`src/rtl/hex_disp_pkg.sv`:
```
// Shared types and constants for the hex display scheduler.
// Requester ids double as the disp_src encoding.
package hex_disp_pkg;

    typedef enum logic {
        IDLE = 1'b0,
        SHOW = 1'b1
    } disp_state_e;

    localparam logic SRC_UART = 1'b0;
    localparam logic SRC_PUF  = 1'b1;

    // 1 s at 50 MHz
    localparam int unsigned DWELL_CYCLES_DEFAULT = 50_000_000;

endpackage

```
`src/rtl/hex_display_scheduler_dwell_timer.sv`:
```
// Dwell down-counter: reloads on load, counts down while not held, parks at zero.
// done flags terminal count so the scheduler can close the dwell window.
module dwell_timer #(
    parameter int unsigned CNT_W = 26
) (
    input  logic             clk,
    input  logic             rst_n,
    input  logic             load,
    input  logic [CNT_W-1:0] load_val,
    input  logic             hold,
    output logic             done
);

    logic [CNT_W-1:0] cnt_q;

    always_ff @(posedge clk or negedge rst_n) begin
        if (!rst_n) begin
            cnt_q <= '0;
        end else if (load) begin
            cnt_q <= load_val;
        end else if (!hold && (cnt_q != '0)) begin
            cnt_q <= cnt_q - 1'b1;
        end
    end

    assign done = (cnt_q == '0);

endmodule

```
`src/rtl/hex_display_scheduler.sv`:
```
// Round-robin scheduler sharing the hex byte display between UART and PUF producers.
// Each accepted byte is held on hex_byte for DWELL_CYCLES unheld clocks.
//
// state | meaning
// IDLE  | waiting for a request; arbitration active, readies may assert
// SHOW  | byte on display, dwell timer running (frozen by hold)
module hex_display_scheduler
    import hex_disp_pkg::*;
#(
    parameter int unsigned DWELL_CYCLES = DWELL_CYCLES_DEFAULT
) (
    input  logic       clk,
    input  logic       rst_n,
    input  logic       req0_valid,
    input  logic [7:0] req0_byte,
    output logic       req0_ready,
    input  logic       req1_valid,
    input  logic [7:0] req1_byte,
    output logic       req1_ready,
    input  logic       hold,
    output logic [7:0] hex_byte,
    output logic       disp_active,
    output logic       disp_src
);

    localparam int unsigned CNT_W = $clog2(DWELL_CYCLES + 1);
    localparam logic [CNT_W-1:0] DWELL_RELOAD = CNT_W'(DWELL_CYCLES - 1);

    disp_state_e state_q, state_d;
    logic        last_grant_q, last_grant_d;
    logic [7:0]  hex_byte_q, hex_byte_d;
    logic        disp_active_q, disp_active_d;
    logic        disp_src_q, disp_src_d;
    logic        timer_load;
    logic        timer_done;

    dwell_timer #(
        .CNT_W (CNT_W)
    ) u_dwell_timer (
        .clk      (clk),
        .rst_n    (rst_n),
        .load     (timer_load),
        .load_val (DWELL_RELOAD),
        .hold     (hold),
        .done     (timer_done)
    );

    always_ff @(posedge clk or negedge rst_n) begin
        if (!rst_n) begin
            state_q       <= IDLE;
            last_grant_q  <= SRC_PUF;
            hex_byte_q    <= 8'h00;
            disp_active_q <= 1'b0;
            disp_src_q    <= SRC_UART;
        end else begin
            state_q       <= state_d;
            last_grant_q  <= last_grant_d;
            hex_byte_q    <= hex_byte_d;
            disp_active_q <= disp_active_d;
            disp_src_q    <= disp_src_d;
        end
    end

    always_comb begin
        state_d       = state_q;
        last_grant_d  = last_grant_q;
        hex_byte_d    = hex_byte_q;
        disp_active_d = disp_active_q;
        disp_src_d    = disp_src_q;
        timer_load    = 1'b0;
        req0_ready    = 1'b0;
        req1_ready    = 1'b0;

        unique case (state_q)
            IDLE: begin
                // On a tie the requester that did not win last time gets the slot.
                if (!hold) begin
                    if (req0_valid && (!req1_valid || (last_grant_q == SRC_PUF))) begin
                        req0_ready = 1'b1;
                    end else if (req1_valid) begin
                        req1_ready = 1'b1;
                    end
                end
                if (req0_ready || req1_ready) begin
                    state_d       = SHOW;
                    timer_load    = 1'b1;
                    disp_active_d = 1'b1;
                    hex_byte_d    = req1_ready ? req1_byte : req0_byte;
                    disp_src_d    = req1_ready ? SRC_PUF : SRC_UART;
                    last_grant_d  = req1_ready ? SRC_PUF : SRC_UART;
                end
            end
            SHOW: begin
                if (!hold && timer_done) begin
                    state_d       = IDLE;
                    disp_active_d = 1'b0;
                end
            end
            default: state_d = IDLE;
        endcase
    end

    assign hex_byte    = hex_byte_q;
    assign disp_active = disp_active_q;
    assign disp_src    = disp_src_q;

endmodule
```
`config.mk`:
```
export PLATFORM = sky130hd
export DESIGN_NAME = hex_display_scheduler
export DESIGN_NICKNAME = d
export VERILOG_FILES = /design/src/rtl/hex_disp_pkg.sv /design/src/rtl/hex_display_scheduler_dwell_timer.sv /design/src/rtl/hex_display_scheduler.sv
export SDC_FILE = /design/constraint.sdc
export NUM_CORES = 1
export LEC_CHECK = 0
export BUFFER_PORTS_ARGS = -buffer_cell sky130_fd_sc_hd__buf_2
export CAP_MARGIN = 10
export CORE_UTILIZATION = 50
export DETAILED_ROUTE_END_ITERATION = 12
export PLACE_DENSITY = 0.73
export SLEW_MARGIN = 0
export SYNTH_ARGS = -nofsm -noshare
export SYNTH_HDL_FRONTEND = slang
export SYNTH_SLANG_ARGS = --single-unit
```
`constraint.sdc`:
```
create_clock -name clk -period 6.9 [get_ports clk]
set_input_delay 1.725 -clock clk [delete_from_list [all_inputs] [get_ports clk]]
set_output_delay 1.725 -clock clk [all_outputs]
set_load 0.01 [all_outputs]
```
==> flow_results.xml <==
<?xml version="1.0" encoding="UTF-8"?>
<metrics>
  <group name="pwr">
    <metric name="power.sequential.fraction" unit="%">46.1</metric>
    <metric name="switching_share" unit="%">29.1</metric>
    <metric name="cellInternalPower" unit="uW">502</metric>
    <metric name="irDropWorstVdd" unit="mV">0.175</metric>
    <metric name="power_frac_comb" unit="%">20.8</metric>
    <metric name="share_clk_of_total_power" unit="%">33.1</metric>
    <metric name="p_leak" unit="uW">0.000961</metric>
    <metric name="switching_power" unit="uW">206</metric>
    <metric name="p_per_area" unit="nW/um2">308</metric>
  </group>
  <group name="synth">
    <metric name="netlist-cell-type-count" unit="">41</metric>
    <metric name="nets_in_the_synthesized_netlist" unit="">230</metric>
    <metric name="synthCells" unit="">208</metric>
    <metric name="synth.area.top_cells" unit="">dfrtp_1, xor2_1, nand2_1, nor2_1, or4_1</metric>
    <metric name="synth_enable_flop_cells" unit="">0</metric>
    <metric name="syn_avg_cell_area" unit="um2">9.56</metric>
    <metric name="synth_sequential_area_ratio" unit="%">47.9</metric>
    <metric name="mappedNetlistArea" unit="um2">1990</metric>
    <metric name="yosysTopAreaCell" unit="">dfrtp_1</metric>
    <metric name="ys.flop_type" unit="">dfrtp_1</metric>
    <metric name="postSynthRegisterBits" unit="">38</metric>
    <metric name="yosysWarningCount" unit="">0</metric>
    <metric name="ys_async_sr_fraction" unit="%">100</metric>
    <metric name="yosys.area.top_type_share" unit="%">46.5</metric>
  </group>
  <group name="worst_setup_path">
    <metric name="worst_ep_arrival_time" unit="ps">2910</metric>
    <metric name="cp-start-kind" unit="">input port</metric>
    <metric name="critical_path.reg2reg.endpoint" unit="">u_dwell_timer.cnt_q[22]</metric>
    <metric name="timing.reg2reg.worst_path_depth" unit="">7</metric>
    <metric name="crit_path_max_fanout" unit="">9</metric>
    <metric name="timing.critical_path.required" unit="ps">5180</metric>
    <metric name="timing.critical_path.to_type" unit="">output pin</metric>
    <metric name="r2r_start" unit="">u_dwell_timer.cnt_q[0]</metric>
    <metric name="setup.reg_to_reg.worst_slack" unit="ps">4290</metric>
    <metric name="timing_worst_setup_path_type" unit="">input port to output pin</metric>
  </group>
  <group name="floorplan">
    <metric name="dieHeight" unit="um">65.1</metric>
    <metric name="start_util" unit="%">53.1</metric>
    <metric name="rows" unit="">22</metric>
    <metric name="core_region_area" unit="um2">3740</metric>
    <metric name="pin_count" unit="">33</metric>
    <metric name="die-width" unit="um">65.1</metric>
    <metric name="fp.dieArea" unit="um2">4230</metric>
  </group>
  <group name="finish">
    <metric name="drive_above_1_share" unit="%">21.8</metric>
    <metric name="diodes" unit="">0</metric>
    <metric name="final_nets" unit="">259</metric>
    <metric name="area_delta_synth_final" unit="%">15.7</metric>
    <metric name="stdcell_count" unit="">286</metric>
    <metric name="finalCoreUtilization" unit="%">61.5</metric>
  </group>
  <group name="detailed_routing">
    <metric name="violation_count_after_the_first_detailed_routing_iteration" unit="">114</metric>
    <metric name="route.detailed.wl_per_inst" unit="um">13.8</metric>
    <metric name="drcViolationCount" unit="">0</metric>
    <metric name="avgViaCountPerCell" unit="">5.60</metric>
    <metric name="final_antenna_net_count" unit="">0</metric>
    <metric name="routed_wirelength" unit="um">3960</metric>
    <metric name="firstDrtPassIters" unit="">4</metric>
    <metric name="routed-via-count" unit="">1601</metric>
  </group>
  <group name="clock_network">
    <metric name="tritoncts" unit="">built</metric>
    <metric name="clock_insertion_delay_worst_skew" unit="ps">300</metric>
    <metric name="cts_max_path_buffers" unit="">2</metric>
    <metric name="cts_made_buffers" unit="">5</metric>
    <metric name="total_number_of_h_tree_levels" unit="">2</metric>
    <metric name="clkSinkCount" unit="">38</metric>
    <metric name="cts.repair.resized" unit="">0</metric>
    <metric name="post_cts_setup_inserts" unit="">0</metric>
    <metric name="cts_root_buffer_type" unit="">clkbuf_8</metric>
    <metric name="clk_pin_slew" unit="ps">70</metric>
    <metric name="number_of_buffers_inserted_for_hold_repair_after_clock_tree_synthesis" unit="">0</metric>
  </group>
  <group name="sta">
    <metric name="post-route-min-period" unit="ps">4640</metric>
    <metric name="worst_slew_pin_slew" unit="ps">1130</metric>
    <metric name="finalHoldViolations" unit="">0</metric>
    <metric name="rsz0062_at_grt" unit="">no</metric>
    <metric name="final_critical_path_setup_slack" unit="ps">2260</metric>
    <metric name="finalSetupTns" unit="ps">0</metric>
    <metric name="setup_violations" unit="">0</metric>
    <metric name="final-max-slew-violation-count" unit="">0</metric>
    <metric name="slew_headroom" unit="%">24.4</metric>
    <metric name="worst_clock_skew" unit="ps">5.39</metric>
    <metric name="fin_crit_sh" unit="%">67.2</metric>
    <metric name="highest_clock_rate" unit="MHz">216</metric>
  </group>
  <group name="min_path">
    <metric name="worst_hold_path.num_cells" unit="">2</metric>
    <metric name="holdCritPathClass" unit="">register to register</metric>
    <metric name="min_delay_endpoint" unit="">hex_byte[7]</metric>
    <metric name="min-delay-start" unit="">hex_byte[7]</metric>
  </group>
  <group name="global_routing">
    <metric name="grt_antenna_before_repair" unit="">0</metric>
    <metric name="gr-usage-all-layers" unit="%">21.8</metric>
    <metric name="first_global_vias" unit="">1567</metric>
    <metric name="maximum_number_of_pins_on_one_net_before_global_route_repair" unit="">39</metric>
    <metric name="first_pass_grt_wire_length" unit="um">7060</metric>
    <metric name="grt.overflow.total" unit="">0</metric>
  </group>
  <group name="place">
    <metric name="gp_congestion" unit="">0.748</metric>
    <metric name="place.port_buffers" unit="">32</metric>
    <metric name="hpwlAfterDp" unit="um">2570</metric>
    <metric name="pre_cts_ws" unit="ps">2270</metric>
    <metric name="placedCellCount" unit="">278</metric>
  </group>
  <group name="outcome">
    <metric name="status" unit="">finished, final reports clean</metric>
  </group>
  <group name="flow_run">
    <metric name="cap_viol_max_count" unit="">0</metric>
  </group>
</metrics>
-- critical path, cell delays in order --
cell and delay (ps):
buf_2 130, nand2_1 70, nand2_1 60, nor3_1 660, buf_2 260
-- power groups by stage --
stage	Sequential, uW	Clock [uW]	Combinational, uW
floorplan	334	0	85.5
global placement	328	0	147
detailed placement	328	0	150
CTS	326	241	150
global route	335	249	172
finish	326	234	148
-- worst max path at each step --
stage / to / startpoint / depth (start not counted) / slack (ps)
6_report: req1_ready / req0_valid / 5 / 2260
5_1_grt: req1_ready / req0_valid / 5 / 2120
4_1_cts: req1_ready / req0_valid / 5 / 2270
3_5_place_dp: req1_ready / req0_valid / 5 / 2270
3_3_place_gp: req1_ready / req0_valid / 5 / 2340
2_1_floorplan: req1_ready / hold / 2 / 2590
-- layout make-up --
type / count / area [um2]
repair buffers: 32 / 160
fillers: 334 / 1440
inverters: 4 / 15.0
clock inverters: 2 / 60.1
flip-flops and latches: 38 / 952
clock buffers: 6 / 82.6
well taps: 48 / 60.1
multi-input cells: 156 / 972
-- layout by cell type, fill, tap and decap left out, types with 3 or more instances in the layout --
master    synthesis  final
nor2_1           16     16
or4_1             8      8
nand3_1           5      5
dfrtp_1          37     37
a21oi_1           4      4
nor3_1            8      8
nand4_1           3      3
inv_1             4      4
nand2_1          33     33
o211ai_1          3      3
xor2_1           15     15
clkbuf_8          0      6
o21ai_0           9      8
buf_2             1     32
a22oi_1           6      6
or3_1             9      9
nor4_1            5      5
-- metal layers --
metal | wire (um) | vias up | global-route usage [%]
met3 | 203 | 8 | 6.34
met5 | 0 | - | 0
met2 | 1720 | 45 | 32.9
li1 | - | 806 | -
met4 | 60 | 0 | 7.88
met1 | 1970 | 742 | 29.6
-- stage by stage --
step | total power [uW] | area (um2) | hold WS [ps]
after floorplan | 419 | 1990 | 457
after global placement | 475 | 2160 | 455
after detailed placement | 478 | 2160 | 459
after CTS | 716 | 2300 | 479
after global routing | 756 | 2300 | 505
final | 708 | 2300 | 471
-- synthesized netlist by cell type, types with 2 or more instances --
cell type  number
dfrtp_1        37
nand2_1        33
nor2_1         16
xor2_1         15
o21ai_0         9
or3_1           9
nor3_1          8
or4_1           8
clkbuf_1        7
a22oi_1         6
nand3_1         5
nor4_1          5
a21oi_1         4
inv_1           4
nand4_1         3
o211ai_1        3
a21o_1          2
a31oi_1         2
buf_6           2
mux2i_1         2
nand2b_1        2
nand4b_1        2
nor2b_1         2
nor4_2          2
o211ai_2        2
o21a_1          2
o31ai_1         2
-- sequential cells by signal (all words and copies together) (netlist names) --
signal,count
disp_active,1
disp_src,1
hex_byte,8
last_grant_q,1
state_q,1
u_dwell_timer.cnt_q,26
-- kinds of logic (layout without fill, tap and decap cells) --
group	Yosys count	after routing	share of synthesized area, %
DFF	38	38	47.9
adders and majority gates	1	1	0.629
muxes	2	2	1.01
and+or+nand+nor	101	101	27.5
buffers and inverters	14	44	3.46
xor gates and xnor gates	16	16	7.04
AOI/OAI and AO/OA	36	36	12.5
Note: power is estimated with default switching activity, not from simulation.
